<file path="config.mk">
export PLATFORM = sky130hd
export DESIGN_NAME = uart_axil_bridge
export DESIGN_NICKNAME = d
export VERILOG_FILES = /design/src/rtl/uart_axil_bridge.sv
export SDC_FILE = /design/constraint.sdc
export NUM_CORES = 1
export LEC_CHECK = 0
export BUFFER_PORTS_ARGS = -buffer_cell sky130_fd_sc_hd__buf_4
export CAP_MARGIN = 20
export CORE_MARGIN = 2
export CORE_UTILIZATION = 53
export DETAILED_ROUTE_END_ITERATION = 8
export PLACE_DENSITY_LB_ADDON = 0.25
export SYNTH_ARGS = -nofsm -noshare
export SYNTH_HDL_FRONTEND = slang
export SYNTH_SLANG_ARGS = --single-unit
</file>
<file path="constraint.sdc">
create_clock -name uart_clk -period 6.95 [get_ports uart_clk]
set_clock_uncertainty 0.15 [all_clocks]
set_input_delay 0 -clock uart_clk [delete_from_list [all_inputs] [get_ports uart_clk]]
set_output_delay 0 -clock uart_clk [all_outputs]
set_load 0.05 [all_outputs]
</file>
<file path="src/rtl/uart_axil_bridge.sv">
// uart_axil_bridge: AXI4-Lite slave front end for the UART register file.
// Buffers one AW, one W and one AR beat, then turns each complete request
// into a single-cycle reg_wen/reg_ren strobe and returns the AXI response.
//
// state  | meaning
// -------+------------------------------------------------------------
// IDLE   | wait for a complete write pair or a read; arbitrate
// WRITE  | drive reg_addr/reg_wdata, pulse reg_wen unless rejected
// WRESP  | hold bvalid/bresp until bready
// READ   | drive reg_addr, pulse reg_ren unless rejected, capture data
// RRESP  | hold rvalid/rdata/rresp until rready
module uart_axil_bridge #(
  parameter int ADDR_WIDTH = 5,
  parameter int DATA_WIDTH = 32,
  parameter int NUM_REGS   = 8
) (
  input  logic                  uart_clk,
  input  logic                  rst,
  input  logic [ADDR_WIDTH-1:0] s_axil_awaddr,
  input  logic                  s_axil_awvalid,
  output logic                  s_axil_awready,
  input  logic [DATA_WIDTH-1:0] s_axil_wdata,
  input  logic [3:0]            s_axil_wstrb,
  input  logic                  s_axil_wvalid,
  output logic                  s_axil_wready,
  output logic [1:0]            s_axil_bresp,
  output logic                  s_axil_bvalid,
  input  logic                  s_axil_bready,
  input  logic [ADDR_WIDTH-1:0] s_axil_araddr,
  input  logic                  s_axil_arvalid,
  output logic                  s_axil_arready,
  output logic [DATA_WIDTH-1:0] s_axil_rdata,
  output logic [1:0]            s_axil_rresp,
  output logic                  s_axil_rvalid,
  input  logic                  s_axil_rready,
  output logic [3:0]            reg_addr,
  output logic [DATA_WIDTH-1:0] reg_wdata,
  output logic                  reg_wen,
  output logic                  reg_ren,
  input  logic [DATA_WIDTH-1:0] reg_rdata,
  input  logic                  reg_error
);

  localparam logic [1:0] RESP_OKAY   = 2'b00;
  localparam logic [1:0] RESP_SLVERR = 2'b10;

  typedef enum logic [2:0] {
    S_IDLE,
    S_WRITE,
    S_WRESP,
    S_READ,
    S_RRESP
  } state_t;

  state_t                state_q, state_d;
  logic                  aw_full_q, w_full_q, ar_full_q;
  logic [ADDR_WIDTH-1:0] aw_addr_q, ar_addr_q;
  logic [DATA_WIDTH-1:0] w_data_q;
  logic [3:0]            w_strb_q;
  logic                  last_grant_wr_q;
  logic [1:0]            bresp_q, rresp_q;
  logic [DATA_WIDTH-1:0] rdata_q, wdata_q;
  logic                  grant_wr, grant_rd;

  // Addresses widened to 32 bits so the range check and the [5:2] word
  // select work for any bus width, including the default 5-bit bus.
  logic [31:0] aw_addr32, ar_addr32;
  logic        wr_reject, rd_reject;
  logic        aw_hs, w_hs, ar_hs, b_hs, r_hs;

  assign aw_addr32 = 32'(aw_addr_q);
  assign ar_addr32 = 32'(ar_addr_q);
  assign wr_reject = (aw_addr32 >= 32'(4 * NUM_REGS)) || (w_strb_q != 4'hF);
  assign rd_reject = (ar_addr32 >= 32'(4 * NUM_REGS));

  assign s_axil_awready = ~aw_full_q & ~rst;
  assign s_axil_wready  = ~w_full_q & ~rst;
  assign s_axil_arready = ~ar_full_q & ~rst;

  assign aw_hs = s_axil_awvalid & s_axil_awready;
  assign w_hs  = s_axil_wvalid & s_axil_wready;
  assign ar_hs = s_axil_arvalid & s_axil_arready;
  assign b_hs  = (state_q == S_WRESP) & s_axil_bready;
  assign r_hs  = (state_q == S_RRESP) & s_axil_rready;

  assign s_axil_bvalid = (state_q == S_WRESP);
  assign s_axil_rvalid = (state_q == S_RRESP);
  assign s_axil_bresp  = bresp_q;
  assign s_axil_rresp  = rresp_q;
  assign s_axil_rdata  = rdata_q;
  assign reg_wdata     = wdata_q;
  assign reg_addr      = (state_q == S_WRITE) ? aw_addr32[5:2] : ar_addr32[5:2];

  // Holding entries: fill on the address/data handshake, free on the response handshake.
  always_ff @(posedge uart_clk or posedge rst) begin
    if (rst) begin
      aw_full_q <= 1'b0;
      aw_addr_q <= '0;
      w_full_q  <= 1'b0;
      w_data_q  <= '0;
      w_strb_q  <= '0;
      ar_full_q <= 1'b0;
      ar_addr_q <= '0;
    end else begin
      if (aw_hs) begin
        aw_full_q <= 1'b1;
        aw_addr_q <= s_axil_awaddr;
      end else if (b_hs) begin
        aw_full_q <= 1'b0;
      end
      if (w_hs) begin
        w_full_q <= 1'b1;
        w_data_q <= s_axil_wdata;
        w_strb_q <= s_axil_wstrb;
      end else if (b_hs) begin
        w_full_q <= 1'b0;
      end
      if (ar_hs) begin
        ar_full_q <= 1'b1;
        ar_addr_q <= s_axil_araddr;
      end else if (r_hs) begin
        ar_full_q <= 1'b0;
      end
    end
  end

  // Next-state, arbitration and register-interface strobes.
  always_comb begin
    state_d  = state_q;
    grant_wr = 1'b0;
    grant_rd = 1'b0;
    reg_wen  = 1'b0;
    reg_ren  = 1'b0;
    case (state_q)
      S_IDLE: begin
        if (aw_full_q && w_full_q && ar_full_q) begin
          // Contested: alternate, starting with the write after reset.
          grant_rd = last_grant_wr_q;
          grant_wr = ~last_grant_wr_q;
        end else if (aw_full_q && w_full_q) begin
          grant_wr = 1'b1;
        end else if (ar_full_q) begin
          grant_rd = 1'b1;
        end
        if (grant_wr)      state_d = S_WRITE;
        else if (grant_rd) state_d = S_READ;
      end
      S_WRITE: begin
        reg_wen = ~wr_reject;
        state_d = S_WRESP;
      end
      S_WRESP: begin
        if (s_axil_bready) state_d = S_IDLE;
      end
      S_READ: begin
        reg_ren = ~rd_reject;
        state_d = S_RRESP;
      end
      S_RRESP: begin
        if (s_axil_rready) state_d = S_IDLE;
      end
      default: state_d = S_IDLE;
    endcase
  end

  // State register, grant history, and response/data capture.
  always_ff @(posedge uart_clk or posedge rst) begin
    if (rst) begin
      state_q         <= S_IDLE;
      last_grant_wr_q <= 1'b0;
      bresp_q         <= RESP_OKAY;
      rresp_q         <= RESP_OKAY;
      rdata_q         <= '0;
      wdata_q         <= '0;
    end else begin
      state_q <= state_d;
      if (grant_wr) begin
        last_grant_wr_q <= 1'b1;
        wdata_q         <= w_data_q;
      end else if (grant_rd) begin
        last_grant_wr_q <= 1'b0;
      end
      if (state_q == S_WRITE) begin
        bresp_q <= (wr_reject || reg_error) ? RESP_SLVERR : RESP_OKAY;
      end
      if (state_q == S_READ) begin
        rresp_q <= (rd_reject || reg_error) ? RESP_SLVERR : RESP_OKAY;
        rdata_q <= rd_reject ? '0 : reg_rdata;
      end
    end
  end

endmodule

</file>
==> results.md, run 1 <==
- Number of vias per cell: a little over 5
- Crit-path max cell delay: roughly 0.64 ns
- Post-synthesis xor/xnor area fraction: 0%
- Total grt overflow: 0
- Syn_area_per_cell: around 17 µm²
- CTS Buffer Depth: 2
- Sequential element share of the synthesized area: a little over three fifths
- Post-route ant nets: 0
- Chip width: 97.0 µm
- FILL cells: roughly 360
- Clk slew on worst S/H paths: around 0.06 ns
- Average wire per standard cell: approximately 18 µm
- Cell area after placement: around 5800 µm²
- Slew headroom: approximately two fifths
- Largest net degree at the start of global routing: 70
- Min Tclk post-route: 2.42 ns
- CP Class: reg2out
- Worst-case reg-to-reg path depth: 3
- Initial Utilization: between 50 and 60%
- DRT Wirelength: around 12 mm
- Ys Warns: 0
- Adder-cell share of the synthesized area: 0%
- Critical Path Source: state_q[0]
- Total iterations of the first detailed-routing run: 4
- Leak: approximately 3.5 nW
- Seq cells post-synth: between 100 and 150
- Post-synthesis compound-gate area fraction: between 1 and 1.5%
- Antenna violations before repair: 0
- Critical Path Source Type: register
- Maxcap violations: 0
- 1st-iter DRT viols: 93
- Die Y-Extent: 97.0 µm
- R2r setup slk: about 4.6 ns
- DRC Markers: 0
- VDD IR max: approximately 0.00032 V
- Setup TNS: 0 ns
- Bufs and invs on worst path: 1
- Gr usage total: about 27%
- Worst-skew pair later-pin latency: 0.50 ns
- Worst Setup EP: reg_addr[0]
- Area leader, netlist: dfrtp_1
- Vias: about 3300
- Cells after Synth: between 200 and 300
- R2r endpoint: reg_wdata[6]
- Synth top area share: between 60% and 70%
- FMAX: a little over 400 MHz
- Worst Hold Class: in2reg
- Layout cell share with drive strength beyond 1: roughly 56%
- N_diodes: 0
- Setup Viol. Count Final: 0
- Mapped cell area: 4580 µm²
- Simple-Gate Fraction of Synth Area: ~3.7%
- Pins Over Slew Limit: 0
- Area delta synth->final: 58.5%
- Nets@finish: between 600 and 700
- Placed cells: approximately 530
- CTS buffer count: 17
- Post-Route Utilization: slightly below 90%
- Most area-consuming cells after synthesis: dfrtp_1 63%, mux2_2 20%, mux2_4 9.5%
- Final period util: a little over a third
- CP Data Arrival Time: around 2.3 ns
- Die outline area: around 9400 µm²
- Worst Path Max Fanout: 8
- Multiplexer share of the synthesized area: 29.2%
- Main combinational cell family by area after synthesis: multiplexers
- Core footprint: 8300 µm²
- Root buf cell: clkbuf_8
- Crit path capture type: primary output
- First-pass GRT wire length: 19.8 mm
- TritonCTS clock tree: built
- Worst-Margin Slew: 0.898 ns
- I/O pin cnt: around 170
- CP max stage cell: nor3b_1
- Fin. Hold Viols: 0
- Htree depth: 4
- Worst-path cell chain: nor3b_1, mux2_2, buf_4
- Worst Path Required: a little under 7 ns
- WP depth: 3
- Status: complete, no violations
- Final Non-Filler Cells: around 650
- Pwr dens: between 500 and 600 nW/µm²
- Port-buffer cells: approximately 160
- Unrepaired setup endpoints after global routing: no
- RR Startpoint: state_q[0]
- Unique masters post-synth: 24
- Vias in the first global route: between 3000 and 4000
- TritonCTS Sinks: 115
- Finished Cell Area: about 7300 µm²
- Post-DP HPWL: around 6.1 mm
- Routability congestion estimate: around 0.75
- Family with the most delay on the worst path: simple AND/OR/NAND/NOR gates
- Std-Cell Rows: 33
-- layout by cell type (no fill, tap or decap), drive strengths merged, types with 3 or more instances in the layout --
master,instances
dfrtp,115
mux2,109
buf,159
bufinv,3
dlygate4sd3,87
inv,4
clkinvlp,4
a21o,3
nand2,6
nor2,6
nor3b,3
and2,4
a21oi,3
clkbuf,20
conb,3
clkinv,4
-- timing repair --
action	4_1_cts	5_1_grt
buffers inserted	0	0
endpoints found under the setup margin	0	0
hold endpoints to repair	127	0
gates resized for setup	0	0
hold buffers	87	0
-- logic make-up after synthesis --
| group | after synthesis |
|---|---|
| buffers and inverters | 17 |
| other | 1 |
| AOI/OAI and AO/OA | 9 |
| and+or+nand+nor | 26 |
| DFF | 115 |
| muxes | 109 |
-- sequential cells by signal (all words and copies together), names as in the netlist --
name	cells
aw_full_q	1
ar_addr_q	3
reg_wdata	32
s_axil_rresp	1
ar_full_q	1
s_axil_rdata	32
w_full_q	1
last_grant_wr_q	1
state_q	3
aw_addr_q	3
s_axil_bresp	1
w_strb_q	4
w_data_q	32
-- report_power, final --
group | total (mW) | switching [mW] | internal, mW
sequential | 1.25 | 0.232 | 1.01
combinational | 1.94 | 1.15 | 0.792
clock | 0.864 | 0.308 | 0.556
-- cell usage after synthesis (all sizes together) --
cell type and instances:
dfrtp 115, mux2 109, buf 14, nand2 6, nor2 6, and2 4, a21o 3, a21oi 3
inv 3, nor3b 3, a21bo 1, a311o 1, and4 1, conb 1, nand2b 1, nand3b 1
nand4 1, nor2b 1, nor3 1, o21ai 1, or3b 1
-- stage by stage --
stage | total power, mW | hold WS [ns] | setup slack [ns]
after floorplan | 2.56 | -0.0119 | 3.76
after global placement | 3.02 | -0.0326 | 4.70
after detailed placement | 3.07 | -0.0319 | 4.65
after CTS | 4.00 | 0.100 | 4.57
after global routing | 4.22 | 0.113 | 4.39
final | 4.05 | 0.119 | 4.53
-- worst reg2reg max path: cells and delay by family, from the launching register on --
kind / cells / cell delay [ns]
DFF: 1 / 0.48
and+or+nand+nor: 2 / 0.99
muxes: 1 / 0.59
-- per-layer routing --
metal | up-vias | track usage (%) | part of all wire [%]
met1 | 1627 | 31.0 | 39
met4 | 0 | 11.2 | 2.6
li1 | 1473 | - | -
met5 | - | 0 | 0
met2 | 144 | 47.3 | 52
met3 | 26 | 8.02 | 6.3
-- worst min path at each step --
stage	from	end	slack [ns]	cells after the start
after floorplan	reg_error	s_axil_bresp[1]	-0.01	2
after global placement	rst	reg_wdata[30]	-0.03	2
after detailed placement	rst	reg_wdata[30]	-0.03	2
after CTS	s_axil_wdata[6]	w_data_q[6]	0.10	3
after global routing	s_axil_wdata[25]	w_data_q[25]	0.11	3
final	s_axil_wdata[20]	w_data_q[20]	0.12	3
-- cell type report --
| class | count | area (µm²) | share of cell area, % |
|---|---|---|---|
| Inverter | 3 | 13.8 | 0.190 |
| Timing Repair Buffer | 246 | 2060 | 28.4 |
| Sequential cell | 115 | 2880 | 39.6 |
| Multi-Input combinational cell | 147 | 1580 | 21.8 |
| Clock buffer | 20 | 435 | 6.00 |
| Tap cell | 105 | 131 | 1.81 |
| Clock inverter | 12 | 156 | 2.15 |
Power figures use the tool's default switching activity.
==> inputs of run 2 (changes only) <==
Settings changed: ABC_AREA set to 1, CORE_UTILIZATION 53 to 49.
Clock period 6.95 ns to 2.5 ns, I/O delays scaled along.
==> run 2 against run 1 <==
Synthesized cell count is 75% higher. The run now fails in clock tree synthesis. Synthesized area hardly changed.
==> results.md, run 2 <==
- Status: stopped before the end
- Last step reached: clock tree synthesis
- Err: [ERROR RSZ-0060] Max buffer count reached.
- Post-DP HPWL: ~6.8 mm
- Most area-consuming cells after synthesis: dfrtp_1 63%, nand2_1 14%, o21ai_2 4.4%
- Unique masters post-synth: 24
- Std-Cell Rows: 35
- Seq cells post-synth: about 120
- Htree depth: 4
- Post-synth top cells: 173 x nand2_1, 115 x dfrtp_1, 40 x inv_1
- Hold_buf cts: 156
- Dominant cell by count in the synthesized netlist: nand2_1
- TritonCTS Sinks: around 120
- Chip width: ~100 µm
- Synth Flop Type: dfrtp_1
- CTS Buffer Depth: 2
- Root buf cell: clkbuf_8
- Routability congestion estimate: 0.759
- Die Y-Extent: 101 µm
- Setup Fix Bufs, Post-CTS: 0
- Post-synth EDFFs: 0
- Syn_area_per_cell: between 9 and 10 µm²
- Cells after Synth: between 400 and 500
- Post-synth ARST share: 100%
- Post-CTS Resized: 0
- I/O pin cnt: approximately 170
- Initial Utilization: 50.0%
- Port-buffer cells: 157
- CTS buffer count: 17
- Ys Warns: 0
- Sequential element share of the synthesized area: 62.9%
- Synth top area share: 62.9%
- Mapped cell area: 4580 µm²
- Area leader, netlist: dfrtp_1
## run 2: changes by cell type after synthesis, moves of 4 or more
cell      change
inv_1        +37
buf_4         +4
mux2_2       -80
a21oi_1      +30
nand2_1     +167
clkbuf_1      +6
and2_1        -4
o21ai_0       +5
nand3_1      +11
mux2_4       -29
o21ai_1       +9
nor2_1       +32
o21ai_2      +23
## run 2: cell families after synthesis
family / count (synthesis) / synth area share [%]
buf+inv: 65 / 7.13
flops: 115 / 62.9
other cells: 1 / 0.0819
simple gates: 231 / 20.0
compound gates: 73 / 9.95
## run 2: stage by stage
stage	setup slack [ns]	instance area (µm²)	cells	utilization, %	hold slack (ns)
floorplan	0.415	4590	487	-	-0.0852
detailed placement	0.562	5830	738	63.7	0.0484
global placement	0.601	5830	738	63.7	0.0453
==> inputs of run 3 (changes only) <==
Settings changed: CORE_UTILIZATION 49 to 40, PLACE_DENSITY_LB_ADDON 0.25 to 0.15.
==> run 3 against run 2 <==
The run now ends clean. Synthesized cell count stayed put. Synthesized area stayed put.
==> results.md, run 3 <==
- Core footprint: ~11000 µm²
- Fin. Hold Viols: 0
- Post-DP HPWL: ~7 mm
- Worst Path Required: 2.63 ns
- Pwr dens: 1450 nW/µm²
- Largest net degree at the start of global routing: between 70 and 80
- CP Data Arrival Time: roughly 2.5 ns
- N_diodes: 0
- Vias in the first global route: 4060
- Unique masters post-synth: 24
- Die outline area: approximately 12000 µm²
- Htree depth: 4
- Setup TNS: 0 ns
- TritonCTS Sinks: 115
- Area leader, netlist: dfrtp_1
- Std-Cell Rows: 39
- Cell area after placement: about 6000 µm²
- Worst-skew pair later-pin latency: 0.40 ns
- Most frequent cells in the layout: 173 x nand2_1, 161 x buf_4, 115 x dfrtp_1
- Routability congestion estimate: between 0.7 and 0.8
- Seq cells post-synth: between 100 and 150
- Pins Over Slew Limit: 0
- Area delta synth->final: 62.1%
- Synth top area share: a little over three fifths
- First-pass GRT wire length: a little under 20 mm
- VDD IR max: 0.000854 V
- Nets@finish: approximately 830
- Port-buffer cells: ~160
- Setup Fix Bufs, Post-CTS: 0
- Dominant cell by count in the synthesized netlist: nand2_1
- Die Y-Extent: approximately 110 µm
- 1st-iter DRT viols: between 200 and 300
- Post-synth top cells: 173 x nand2_1, 115 x dfrtp_1, 40 x inv_1
- Post-route ant nets: 0
- Maxcap violations: 0
- Critical Path Source Type: register
- Worst Path Max Fanout: 5
- Number of vias per cell: ~4.6
- Final period util: a little over nine tenths
- Mapped cell area: 4580 µm²
- Status: complete, no violations
- Synth Flop Type: dfrtp_1
- Layout cell share with drive strength beyond 1: ~29%
- Sequential element share of the synthesized area: a little over three fifths
- Post-synth EDFFs: 0
- FMAX: between 400 and 500 MHz
- Gr usage total: 19.5%
- Setup Viol. Count Final: 0
- Antenna violations before repair: 0
- Unrepaired setup endpoints after global routing: no
- Vias: between 4000 and 5000
- Clk slew on worst S/H paths: ~0.05 ns
- CTS buffer count: 17
- Worst-Margin Slew: 0.574 ns
- DRT Wirelength: about 12 mm
- Root buf cell: clkbuf_16
- Total iterations of the first detailed-routing run: 4
- Commonest non-fill, non-tap cell in the layout: nand2_1
- Ys Warns: 0
- Total grt overflow: 0
- Cells after Synth: slightly below 500
- DRC Markers: 0
- Crit path capture type: register
- TritonCTS clock tree: built
- Syn_area_per_cell: ~9.4 µm²
- Post-synth ARST share: 100%
- Finished Cell Area: ~7400 µm²
- CP Class: reg2reg
- Worst Hold Class: in2reg
- Min Tclk post-route: approximately 2.4 ns
- I/O pin cnt: between 150 and 200
- Leak: 3.89 nW
- Chip width: 111 µm
- Slew headroom: roughly 62%
- Most area-consuming cells after synthesis: dfrtp_1 63%, nand2_1 14%, o21ai_2 4.4%
- CTS Buffer Depth: 2
- Initial Utilization: approximately two fifths
- Average wire per standard cell: between 10 and 15 µm
-- run 3: layer usage --
metal	share of wire, %	vias to the layer above	track usage (%)
met2	51	109	33.7
met1	43	1946	23.6
met3	4.0	18	4.70
li1	-	2027	-
met5	0	-	0
met4	1.6	0	7.50
-- run 3: power by group --
group          total [mW]  leakage, nW  internal, mW  switching (mW)
logic                5.21         2.25          1.65            3.56
registers            3.26         1.37          2.78           0.472
clock network        2.28        0.277          1.50           0.777
-- run 3: cells by family after synthesis --
group	after synthesis	synth area share (%)
AND/OR/NAND/NOR	231	20.0
flip-flops	115	62.9
AO/OA/AOI/OAI	73	9.95
buffers and inverters	65	7.13
other	1	0.0819
-- run 3: stage by stage --
| step | hold WS (ns) | utilization, % | power, mW | cells | setup WS [ns] |
|---|---|---|---|---|---|
| after floorplan | -0.0852 | - | 6.82 | 487 | 0.415 |
| after global placement | -0.226 | 51.9 | 8.12 | 770 | 0.999 |
| after detailed placement | -0.224 | 51.9 | 8.25 | 770 | 0.947 |
| after CTS | 0.173 | 65.8 | 10.8 | 900 | 0.179 |
| after global routing | 0.191 | 65.8 | 11.3 | 900 | 0.00841 |
| final | 0.189 | 65.8 | 10.7 | 900 | 0.116 |
-- run 3: final cells by class --
class,count,area [µm²]
sequential,115,2880
inverter,42,161
tap,143,179
clock inverter,4,47.5
clock buffer,25,515
multi-input combinational,307,1380
timing repair buffer,264,2260
fill,896,3850
-- run 3: final timing paths --
path	from	to	slack, ns	depth (start not counted)
min	reg_rdata[23]	s_axil_rdata[23]	0.19	4
max	aw_full_q	aw_addr_q[3]	0.12	6
max in group asynchronous	rst	reg_wdata[28]	0.95	5
min in group asynchronous	rst	w_full_q	0.53	4
max reg2reg	aw_full_q	aw_addr_q[3]	0.12	6
min reg2reg	s_axil_rdata[2]	s_axil_rdata[2]	0.33	2
-- run 3: critical path, stage by stage (launching register included) --
cell	delay, ns
dfrtp_1	0.41
nor2_1	0.23
nand2_1	0.17
nor2_1	0.13
dlygate4sd3_1	0.57
a21oi_1	0.05
dlygate4sd3_1	0.55
-- run 3: timing repair --
| item | CTS | global route |
|---|---|---|
| hold buffers | 101 | 0 |
| resized for setup | 0 | 0 |
| endpoints found under the hold margin | 196 | 0 |
==> inputs of run 4 (changes only) <==
Settings changed: PLACE_DENSITY set to 0.67, PLACE_DENSITY_LB_ADDON 0.15 to not set.
==> run 4 against run 3 <==
Setup slack gained 0.018 ns. Register-to-register slack gained 0.02 ns. Maximum frequency grew 0.77%.
==> results.md, run 4 (same netlist as run 3, synthesis figures left out) <==
- Most frequent cells in the layout: 173 x nand2_1, 159 x buf_4, 115 x dfrtp_1
- Pins Over Slew Limit: 0
- Die outline area: roughly 12000 µm²
- 1st-iter DRT viols: ~230
- Final period util: a little over nine tenths
- Leak: 3.88 nW
- Crit-path max cell delay: 0.57 ns
- CP Class: reg2reg
- Fin. Hold Viols: 0
- Commonest non-fill, non-tap cell in the layout: nand2_1
- Root buf cell: clkbuf_16
- Unrepaired setup endpoints after global routing: no
- Routability congestion estimate: 0.838
- Layout cell share with drive strength beyond 1: just under 30%
- RR Startpoint: aw_full_q
- Pwr dens: approximately 1500 nW/µm²
- Total iterations of the first detailed-routing run: 4
- Hold worst-path end: w_full_q
- Die Y-Extent: roughly 110 µm
- Std-Cell Rows: 39
- Hold depth: 4
- Worst-path cell chain: nor2_2, nand2_1, nor2_1, dlygate4sd3_1, a21oi_1, dlygate4sd3_1
- CP Data Arrival Time: approximately 2.5 ns
- Critical Path Source: aw_full_q
- Worst-skew pair later-pin latency: around 0.41 ns
- Total grt overflow: 0
- Gr usage total: 20.2%
- Setup Fix Bufs, Post-CTS: 0
- VDD IR max: 0.00110 V
- CP max stage cell: dlygate4sd3_1
- Crit path capture type: register
- Min Tclk post-route: 2.37 ns
- Area delta synth->final: 61.8%
- Chip width: 111 µm
- Number of vias per cell: ~4.6
- Status: complete, no violations
- FILL cells: 878
- Bufs and invs on worst path: 2
- Min-delay src: s_axil_wvalid
- Grt peak-use layer: met2
- CTS buffer count: 17
- TritonCTS clock tree: built
- I/O pin cnt: around 170
- Met2 GRT Util: 34.5%
- Final total power: roughly 11 mW
- Clk slew on worst S/H paths: 0.05 ns
- CTS Buffer Depth: 2
- TritonCTS Sinks: ~120
- Vias: slightly above 4000
- Maxcap violations: 0
- Vias in the first global route: about 4300
- Critical Path Source Type: register
- Setup Viol. Count Final: 0
- CP dominant cell by count: dlygate4sd3_1
- Worst Path Required: between 2 and 3 ns
- Worst Path Max Fanout: 5
- Grt met1 use: a little under a quarter
- Htree depth: 4
- Worst hold slack: 0.0893 ns
- Setup TNS: 0 ns
- Initial Utilization: between 40% and 50%
- R2r endpoint: aw_addr_q[3]
- Average wire per standard cell: between 10 and 15 µm
- Family with the most delay on the worst path: buffers and inverters
- DRC Markers: 0
- WP depth: 6
- R2r setup slk: ~0.13 ns
- Largest net degree at the start of global routing: between 100 and 150
- Slew headroom: a little over half
- DRT Wirelength: 11.8 mm
- Post-route ant nets: 0
- Port-buffer cells: ~160
- Post-DP HPWL: around 6.7 mm
- Worst-case reg-to-reg path depth: 6
- Met3 Use GR: 6.23%
- Core footprint: 11300 µm²
- Antenna violations before repair: 0
- Worst-Margin Slew: around 0.69 ns
- Nets@finish: about 830
- FMAX: roughly 420 MHz
- N_diodes: 0
- First-pass GRT wire length: just under 20 mm
- Worst Hold Class: in2reg
## run 4: cell types whose count changed in the layout (fill, tap and decap cells not counted), sizes merged
cell,previous run,this run
clkbuf,25,28
buf,163,161
clkinv,2,1
clkinvlp,2,1
bufinv,1,2
dlygate4sd3,101,97
## run 4: worst register-to-register path: cells and delay by family, from the launching register on
family          cells  cell delay (ns)
flops               1             0.40
simple gates        3             0.52
compound gates      1             0.05
buf+inv             2             1.13
## run 4: worst max path at each step
stage,endpoint
detailed placement,w_data_q[31]
global route,aw_addr_q[3]
floorplan,ar_full_q
global placement,w_data_q[2]
CTS,aw_addr_q[3]
finish,aw_addr_q[3]
## run 4: routing by layer
metal	part of all wire, %	up-vias
met5	0	-
met4	3.4	0
met3	4.2	33
met2	52	107
met1	41	1942
li1	-	2018
## run 4: power breakdown
group	internal [mW]	leakage (nW)	switching [mW]
registers	2.78	1.37	0.469
clock network	1.64	0.297	0.787
logic	1.62	2.22	3.57
## run 4: area by class of cell
type | instances | area, µm² | area share [%]
flip-flops and latches | 115 | 2880 | 38.8
repair buffers | 258 | 2200 | 29.8
multi-input cells | 307 | 1380 | 18.7
clock buffers | 28 | 537 | 7.25
well taps | 143 | 179 | 2.42
inverters | 42 | 161 | 2.18
clock inverters | 3 | 65.1 | 0.878
## run 4: per-stage QoR
stage                     area (µm²)  utilization (%)  setup slack (ns)  instances
after global placement          5830             51.7             0.952        768
after global routing            7410             65.7            0.0181        896
after floorplan                 4590                -             0.415        487
after detailed placement        5830             51.7             0.907        768
after CTS                       7410             65.7             0.126        896
final                           7410             65.7             0.134        896
## run 4: timing repair
item	4_1_cts	5_1_grt
setup endpoints to repair	0	1
hold buffers	97	0
resized for setup	0	1
endpoints found under the hold margin	196	0
